File: config.mk
export PLATFORM = sky130hd
export DESIGN_NAME = operand_stage
export DESIGN_NICKNAME = d
export VERILOG_FILES = /design/src/rtl/asip_pkg.sv /design/src/rtl/operand_scoreboard.sv /design/src/rtl/operand_stage.sv
export SDC_FILE = /design/constraint.sdc
export NUM_CORES = 1
export LEC_CHECK = 0
export BUFFER_PORTS_ARGS = -buffer_cell sky130_fd_sc_hd__buf_4
export CAP_MARGIN = 20
export CORE_MARGIN = 2
export CORE_UTILIZATION = 50
export CTS_BUF_LIST = sky130_fd_sc_hd__clkbuf_4
export CTS_CLUSTER_SIZE = 16
export DETAILED_ROUTE_END_ITERATION = 7
export HOLD_SLACK_MARGIN = 0.08
export MAX_ROUTING_LAYER = met4
export PLACE_DENSITY = 0.9
export SLEW_MARGIN = 20
export SYNTH_ARGS = -nofsm -noshare
export SYNTH_HDL_FRONTEND = slang
export SYNTH_SLANG_ARGS = --single-unit
File: constraint.sdc
create_clock -name clk -period 2.6 [get_ports clk]
set_input_delay 0.52 -clock clk [delete_from_list [all_inputs] [get_ports clk]]
set_output_delay 0.52 -clock clk [all_outputs]
set_load 0.02 [all_outputs]
File: src/rtl/asip_pkg.sv
// Shared constants and types for the ASIP operand stage: register indices,
// the PC alias index and the registered stage fields.
package asip_pkg;

   localparam int         DATA_W = 18;
   localparam logic [3:0] REG_PC = 4'b1111;

   typedef logic [3:0] reg_idx_t;

   typedef struct packed {
      reg_idx_t   dst;
      logic       wr;
      logic [7:0] ctl;
   } stage_fields_t;

   typedef struct packed {
      logic [DATA_W-1:0] a;
      logic [DATA_W-1:0] b;
      stage_fields_t     f;
   } stage_out_t;

endpackage

File: src/rtl/operand_scoreboard.sv
// Pending-write scoreboard for R0..R(NREG-1). Index 15 (PC alias) has no bit
// and always reads as not pending.
module operand_scoreboard #(
   parameter int NREG = 15
) (
   input  logic       clk,
   input  logic       reset,
   input  logic       set_en,
   input  logic [3:0] set_idx,
   input  logic       clr_en,
   input  logic [3:0] clr_idx,
   input  logic       kill_en,
   input  logic [3:0] kill_idx,
   input  logic [3:0] q1_idx,
   input  logic [3:0] q2_idx,
   input  logic [3:0] q3_idx,
   output logic       q1_pend,
   output logic       q2_pend,
   output logic       q3_pend
);
   import asip_pkg::*;

   logic [NREG-1:0] pend_r;
   logic [NREG-1:0] pend_nxt_s;
   logic [15:0]     pend_ext_s;

   // next pending state: a set on the same edge overrides writeback or kill clears
   always_comb begin
      pend_nxt_s = pend_r;
      for (int i = 0; i < NREG; i++) begin
         if (set_en && (set_idx == reg_idx_t'(i))) begin
            pend_nxt_s[i] = 1'b1;
         end else if ((clr_en && (clr_idx == reg_idx_t'(i))) ||
                      (kill_en && (kill_idx == reg_idx_t'(i)))) begin
            pend_nxt_s[i] = 1'b0;
         end else begin
            pend_nxt_s[i] = pend_r[i];
         end
      end
   end

   // pending bit register
   always_ff @(posedge clk or posedge reset) begin
      if (reset) begin
         pend_r <= {NREG{1'b0}};
      end else begin
         pend_r <= pend_nxt_s;
      end
   end

   assign pend_ext_s = 16'(pend_r);
   assign q1_pend    = pend_ext_s[q1_idx];
   assign q2_pend    = pend_ext_s[q2_idx];
   assign q3_pend    = pend_ext_s[q3_idx];

endmodule

File: src/rtl/operand_stage.sv
// Operand fetch stage with register scoreboard, hazard stall and one output
// register. Define OPSTAGE_BYPASS_EN to forward same-cycle writeback data.
module operand_stage #(
   parameter int DATA_W = asip_pkg::DATA_W,
   parameter int NREG   = 15
) (
   input  logic              clk,
   input  logic              reset,
   input  logic              in_valid,
   output logic              in_ready,
   input  logic [3:0]        in_src1,
   input  logic [3:0]        in_src2,
   input  logic [3:0]        in_dst,
   input  logic              in_wr,
   input  logic [7:0]        in_ctl,
   output logic [3:0]        ra1,
   output logic [3:0]        ra2,
   input  logic [DATA_W-1:0] rd1,
   input  logic [DATA_W-1:0] rd2,
   input  logic              wb_en,
   input  logic [3:0]        wb_addr,
   input  logic [DATA_W-1:0] wb_data,
   input  logic              flush,
   output logic              out_valid,
   input  logic              out_ready,
   output logic [DATA_W-1:0] out_a,
   output logic [DATA_W-1:0] out_b,
   output logic [3:0]        out_dst,
   output logic              out_wr,
   output logic [7:0]        out_ctl
);
   import asip_pkg::*;

   logic              src1_pend_s, src2_pend_s, dst_pend_s;
   logic              byp1_s, byp2_s;
   logic              hazard_s, accept_s;
   logic              set_en_s, clr_en_s, kill_en_s;
   logic [DATA_W-1:0] opa_s, opb_s;
   logic              out_valid_r;
   logic [DATA_W-1:0] out_a_r, out_b_r;
   stage_fields_t     fields_r;

   assign ra1 = in_src1;
   assign ra2 = in_src2;

`ifdef OPSTAGE_BYPASS_EN
   assign byp1_s = src1_pend_s && wb_en && (wb_addr == in_src1);
   assign byp2_s = src2_pend_s && wb_en && (wb_addr == in_src2);
`else
   logic wb_data_unused_s;
   assign wb_data_unused_s = ^wb_data;
   assign byp1_s           = 1'b0;
   assign byp2_s           = 1'b0;
`endif

   assign opa_s = byp1_s ? wb_data : rd1;
   assign opb_s = byp2_s ? wb_data : rd2;

   assign hazard_s = (src1_pend_s && !byp1_s) || (src2_pend_s && !byp2_s) ||
                     (in_wr && dst_pend_s);
   assign in_ready = !hazard_s && (!out_valid_r || out_ready) && !flush;
   assign accept_s = in_valid && in_ready;

   assign set_en_s  = accept_s && in_wr && (in_dst != REG_PC);
   assign clr_en_s  = wb_en && (wb_addr != REG_PC);
   // a flushed writer will never write back, so release its destination
   assign kill_en_s = flush && out_valid_r && fields_r.wr && (fields_r.dst != REG_PC);

   operand_scoreboard #(
      .NREG (NREG)
   ) u_sb (
      .clk      (clk),
      .reset    (reset),
      .set_en   (set_en_s),
      .set_idx  (in_dst),
      .clr_en   (clr_en_s),
      .clr_idx  (wb_addr),
      .kill_en  (kill_en_s),
      .kill_idx (fields_r.dst),
      .q1_idx   (in_src1),
      .q2_idx   (in_src2),
      .q3_idx   (in_dst),
      .q1_pend  (src1_pend_s),
      .q2_pend  (src2_pend_s),
      .q3_pend  (dst_pend_s)
   );

   // output register: load on accept, drop on flush or drain, else hold
   always_ff @(posedge clk or posedge reset) begin
      if (reset) begin
         out_valid_r <= 1'b0;
         out_a_r     <= {DATA_W{1'b0}};
         out_b_r     <= {DATA_W{1'b0}};
         fields_r    <= '{dst: 4'h0, wr: 1'b0, ctl: 8'h00};
      end else if (accept_s) begin
         out_valid_r <= 1'b1;
         out_a_r     <= opa_s;
         out_b_r     <= opb_s;
         fields_r    <= '{dst: in_dst, wr: in_wr, ctl: in_ctl};
      end else if (flush || out_ready) begin
         out_valid_r <= 1'b0;
      end else begin
         out_valid_r <= out_valid_r;
      end
   end

   assign out_valid = out_valid_r;
   assign out_a     = out_a_r;
   assign out_b     = out_b_r;
   assign out_dst   = fields_r.dst;
   assign out_wr    = fields_r.wr;
   assign out_ctl   = fields_r.ctl;

endmodule

==> Word level (Yosys, flattened, before mapping) <==
Index checks and enable logic that the tools add are counted.
{ "op_classes": {"magnitude_cmp": 3, "n_eq_ne": 45, "n_mux": 38, "n_reduce_logical": 96} }
{ "op_table": {"columns": ["cell", "count"], "rows": [
  ["$eq A4 B4 Y1 const B", 21],
  ["$logic_and A1 B1 Y1", 55],
  ["$eq A4 B3 Y1 const B", 12],
  ["$mux W1", 35],
  ["$reduce_bool A2 Y1", 16],
  ["$eq A4 B2 Y1 const B", 6],
  ["$logic_or A1 B1 Y1", 19],
  ["$lt A4 B5 Y1 const B", 3],
  ["$bmux W1 S4", 3],
  ["$eq A4 B1 Y1 const B", 3],
  ["$logic_not A4 Y1", 3],
  ["$ne A4 B4 Y1 const B", 3],
  ["$logic_not A1 Y1", 3]
]} }
{ "totals": {"reg_bits": 65, "input_bits": 85, "out_inout_bits": 59, "wordCells": 203} }

==> Depth between registers and ports, before layout <==
{ "logic_depth": {"word_depth": 12, "depth_mapped": 8, "depth_no_buf": 6} }

==> Modules after synthesis <==
From an unflattened synthesis, not the netlist that was laid out.
{ "unflattened": {"cells_unflattened": 236, "hier_area_um2": 3397.0} }
{ "by_module_without_submodules": {"columns": ["mod", "instances", "cells_each", "area_each_um2"], "rows": [
  ["operand_stage", 1, 126, 2195.9],
  ["operand_scoreboard", 1, 110, 1201.2]
]} }

==> Worst setup path before layout <==
No wires, ideal clock.
{ "synth_path": {"path_type": "input -> register", "startpoint": "in in_dst[0]", "endpoint": "reg out_a_r[0], in the netlist out_a[0]", "arrival_ps": 2722, "required_ps": 2475, "slack_ps": -247, "stages": 8, "n_path_buf": 2, "path_cell_list": "clkbuf_1 > mux4_2 > o211ai_1 > o22ai_1 > nor4_4 > nand2_4 > buf_6 > mux2_4"} }
{ "synth_via": {"elab_chain_cells": 8} }
{ "synth_rtl": {"columns": ["item", "line", "source"], "rows": [
  ["from (decl)", "operand_stage.sv:13", "input logic [3:0] in_dst,"],
  ["$bmux W1 S4", "operand_scoreboard.sv:54", "assign q3_pend = pend_ext_s[q3_idx];"],
  ["$mux W1 (not written as such)", "operand_scoreboard.sv:54", null],
  ["$logic_and A1 B1 Y1", "operand_stage.sv:60", "(in_wr && dst_pend_s);"],
  ["$logic_or A1 B1 Y1", "operand_stage.sv:59", "assign hazard_s = (src1_pend_s && !byp1_s) || (src2_pend_s && !byp2_s) ||"],
  ["$logic_not A1 Y1", "operand_stage.sv:61", "assign in_ready = !hazard_s && (!out_valid_r || out_ready) && !flush;"],
  ["$logic_and A1 B1 Y1 (2 in a row)", "operand_stage.sv:61", null],
  ["named net in_ready", "operand_stage.sv:10", "output logic in_ready,"],
  ["$logic_and A1 B1 Y1", "operand_stage.sv:62", "assign accept_s = in_valid && in_ready;"],
  ["to (signal assigned)", "operand_stage.sv:92", "out_a_r <= {DATA_W{1'b0}};"],
  ["to (signal assigned)", "operand_stage.sv:97", "out_a_r <= opa_s;"],
  ["to (decl)", "operand_stage.sv:40", "logic [DATA_W-1:0] out_a_r, out_b_r;"]
]} }
The timed path passes the listed nets, and every way through them passes these cells. The select of a mux whose other input is x is not followed.
A chain may end at the register's enable or synchronous reset.

==> Final worst setup path <==
{ "layout_path": {"startpoint": "reg u_sb.pend_r[12]", "endpoint": "out in_ready"} }
{ "layout_via": {"elab_chain_cells": 7} }
{ "layout_rtl": {"columns": ["item", "line", "source"], "rows": [
  ["from (decl)", "operand_scoreboard.sv:23", "logic [NREG-1:0] pend_r;"],
  ["from (signal assigned)", "operand_scoreboard.sv:45", "pend_r <= {NREG{1'b0}};"],
  ["from (signal assigned)", "operand_scoreboard.sv:47", "pend_r <= pend_nxt_s;"],
  ["$bmux W1 S4 (on tied branches)", "operand_scoreboard.sv:52, operand_scoreboard.sv:53, operand_scoreboard.sv:54", null],
  ["$mux W1 (on tied branches)", "operand_scoreboard.sv:52, operand_scoreboard.sv:53, operand_scoreboard.sv:54", null],
  ["$logic_or A1 B1 Y1 / $logic_and A1 B1 Y1 (equally long branches)", "operand_stage.sv:59, operand_stage.sv:60", null],
  ["$logic_or A1 B1 Y1 (*)", "operand_stage.sv:59", null],
  ["$logic_not A1 Y1 (*)", "operand_stage.sv:61", null],
  ["$logic_and A1 B1 Y1 (*) (2 in a row)", "operand_stage.sv:61", null],
  ["to (decl)", "operand_stage.sv:10", null]
]} }
Every way passes the cells marked *; elsewhere a longest branch is shown, timed or not. The select of a mux whose other input is x is not followed.

==> results by group <==
Outcome
  – Status: finished with violations
  – Violated checks: setup timing

Drt
  – Pre-antenna DRT Iters: 6
  – WL met3: roughly 700 um
  – Routed vias/inst: about 5.6
  – Final WL: 8120 um
  – Via count: 2614
  – M1 WL: roughly 3200 um
  – DRT iter0 DRCs: 202
  – Top Layer Used: met4
  – DRT antenna net count: 0
  – Met2 Wirelength: around 4000 um
  – Routed WL per cell: about 17 um
  – DRC viols: 0

Yosys
  – FF+latch count, synth: 65
  – Post-synth top flop: dfrtp_1
  – Syn. warnings: 0
  – Largest family of logic cells by synthesized area: multiplexers
  – Synthesized instance count: 251
  – Seq/Total Area, Yosys: 0.479
  – EDFF count, synth: 0
  – Post-Synth Simple-Gate Area: 0.0921
  – Synth top area cells: dfrtp_1, mux2_4, mux4_2
  – Unique masters post-synth: 39
  – Adder-cell share of the synthesized area: 0
  – Post-synthesis compound-gate area fraction: 0.0980
  – Area leader, netlist: dfrtp_1
  – Post-synthesis xor/xnor area fraction: 0
  – Post-synthesis cell area: between 3000 and 4000 sq um
  – Area share of the largest cell type after synthesis: 0.479
  – Ys async rst share: 1.00
  – Mux contribution to synthesized area: 0.285
  – Synth top cells by count: dfrtp_1, mux2_4, o21ai_0
  – Avg Inst Size Synth: 13.5 sq um
  – Top-count cell post-synth: dfrtp_1
  – Net Count, Synth: 336

Clocking
  – Clk Latency, worst-skew pair: 0.41 ns
  – TritonCTS Buffers: 9
  – CTS tree: yes
  – CTS Buffer Depth: 2
  – H-tree depth: 3
  – Root buffer cell: clkbuf_4
  – Clock sink count: 65
  – Clk slew on worst S/H paths: ~0.12 ns

STA
  – Tmin final: roughly 2.6 ns
  – Hold slack: around 0.31 ns
  – Fmax achieved: ~380 MHz
  – Slew @ Worst Pin: 0.594 ns
  – Final Max Tran Viols: 0
  – Final period util: 1.01
  – Setup ws final: -0.0311 ns
  – RSZ-0062 raised after global routing: yes
  – Final setup fails: 1
  – Worst Clk Skew: between 0.015 and 0.02 ns
  – Fin. Hold Viols: 0
  – Relative slew margins: 0.601

Final layout
  – Fillers: between 400 and 500
  – Number of antenna cells inserted: 0
  – Fraction of layout cells with a size suffix above 1: 0.579
  – Layout area overhead: 33.3%
  – Layout Nets: 466

Die
  – Core Footprint: roughly 6700 sq um
  – Die H: 86.4 um
  – Die W: 86.4 um
  – Die area: roughly 7500 sq um
  – Starting Density: 0.508
  – Row count: 30
  – # IOs: about 140

Global routing
  – Largest net degree at the start of global routing: 33
  – First-pass GRT wire length: roughly 13000 um
  – Global route total overflow: 0
  – Total GRT Usage: 0.229
  – Antenna violations before repair: 0
  – Vias in the first global route: 2518

Power
  – Pwr dens: 746 nW/um^2
  – Leak: 2.34 nW
  – Peak VDD IR: between 0.4 and 0.5 mV

Hold path
  – Hold/Removal Path Class: in -> reg

Critical path
  – FF-to-FF setup slack: ~0.22 ns
  – Max FO, Critical Path: 3
  – Crit Path Class: reg -> out
  – Critical path data arrival time: 2.11 ns
  – Worst EP required: 2.08 ns
  – CP Launch Type: flop
  – CP endpoint kind: primary output

Place
  – Gpl congestion: 0.926
  – Post-Place Setup Slack: -0.117 ns
  – Post-DP HPWL: between 6000 and 7000 um
  – PortBufs: 125

Job
  – MaxCap Viol Count: 0
[placed cells by master, fill, tap and decap left out, types with 7 or more instances in the layout]
cell / n
buf_4: 137
dfrtp_1: 64
mux2_4: 49
o21ai_0: 15
nand2b_1: 10
clkbuf_4: 9
nor2b_1: 8
mux4_2: 7
o221ai_1: 7
[routing by layer]
| metal | up-vias | global-route usage |
|---|---|---|
| met2 | 164 | 0.354 |
| li1 | 1177 | - |
| met5 | - | - |
| met3 | 20 | 0.0543 |
| met4 | 0 | 0.0781 |
| met1 | 1253 | 0.298 |
[through the flow]
stage | std cells | utilization | power [W] | setup TNS (ns) | area (sq um)
after floorplan | 251 | - | 0.00226 | -7.24 | 3420
after global placement | 448 | 0.660 | 0.00279 | -4.15 | 4410
after detailed placement | 448 | 0.660 | 0.00283 | -4.97 | 4410
after CTS | 465 | 0.678 | 0.00339 | -0.0421 | 4530
after global routing | 465 | 0.678 | 0.00355 | -0.122 | 4530
final | 465 | 0.678 | 0.00338 | -0.0311 | 4530
[power by group]
group,internal (W),leakage (nW),switching [W]
Combinational,0.000754,1.48,0.000607
Sequential,0.00126,0.796,0.000202
Clock,0.000186,0.0613,0.000371
Total,0.00220,2.34,0.00118
[cell families after synthesis]
logic type	after synthesis
mux	63
simple gates	50
buf+inv	23
flops	65
compound gates	50
[registers in the layout, indices dropped and copies added (netlist names)]
signal / cells
out_a: 18
out_b: 18
u_sb.pend_r: 15
out_ctl: 8
out_dst: 4
out_valid: 1
out_wr: 1
[critical path: stages, from the launching register on]
cell     delay (ns)
dfrtp_1        0.39
buf_4          0.15
mux4_2         0.44
o22ai_1        0.13
o22ai_1        0.13
nor4_4         0.28
buf_4          0.18
[final cells by class]
cell class	count	area, sq um	share of cell area
well taps	80	100	0.0221
clock inverters	6	36.3	0.00801
flip-flops and latches	65	1630	0.359
multi-input cells	163	1610	0.356
inverters	2	7.51	0.00166
repair buffers	140	1080	0.238
clock buffers	9	67.6	0.0149
[final timing paths]
path | from | to | depth (start not counted)
setup / recovery | u_sb.pend_r[12] | in_ready | 6
hold / removal | flush | out_valid | 2
setup reg to reg | u_sb.pend_r[12] | out_ctl[1] | 9
hold reg to reg | out_b[15] | out_b[15] | 1
max in group asynchronous | reset | out_b[8] | 4
min in group asynchronous | reset | out_a[11] | 3
[what timing repair did]
action | CTS | global route
resized for setup | 0 | 1
pin swaps | 1 | 0
hold buffers | 1 | 0
setup buffers | 1 | 0
endpoints found under the hold margin | 11 | 0
cloned | 0 | 0
setup endpoints to repair | 1 | 1
Power figures use the tool's default switching activity.
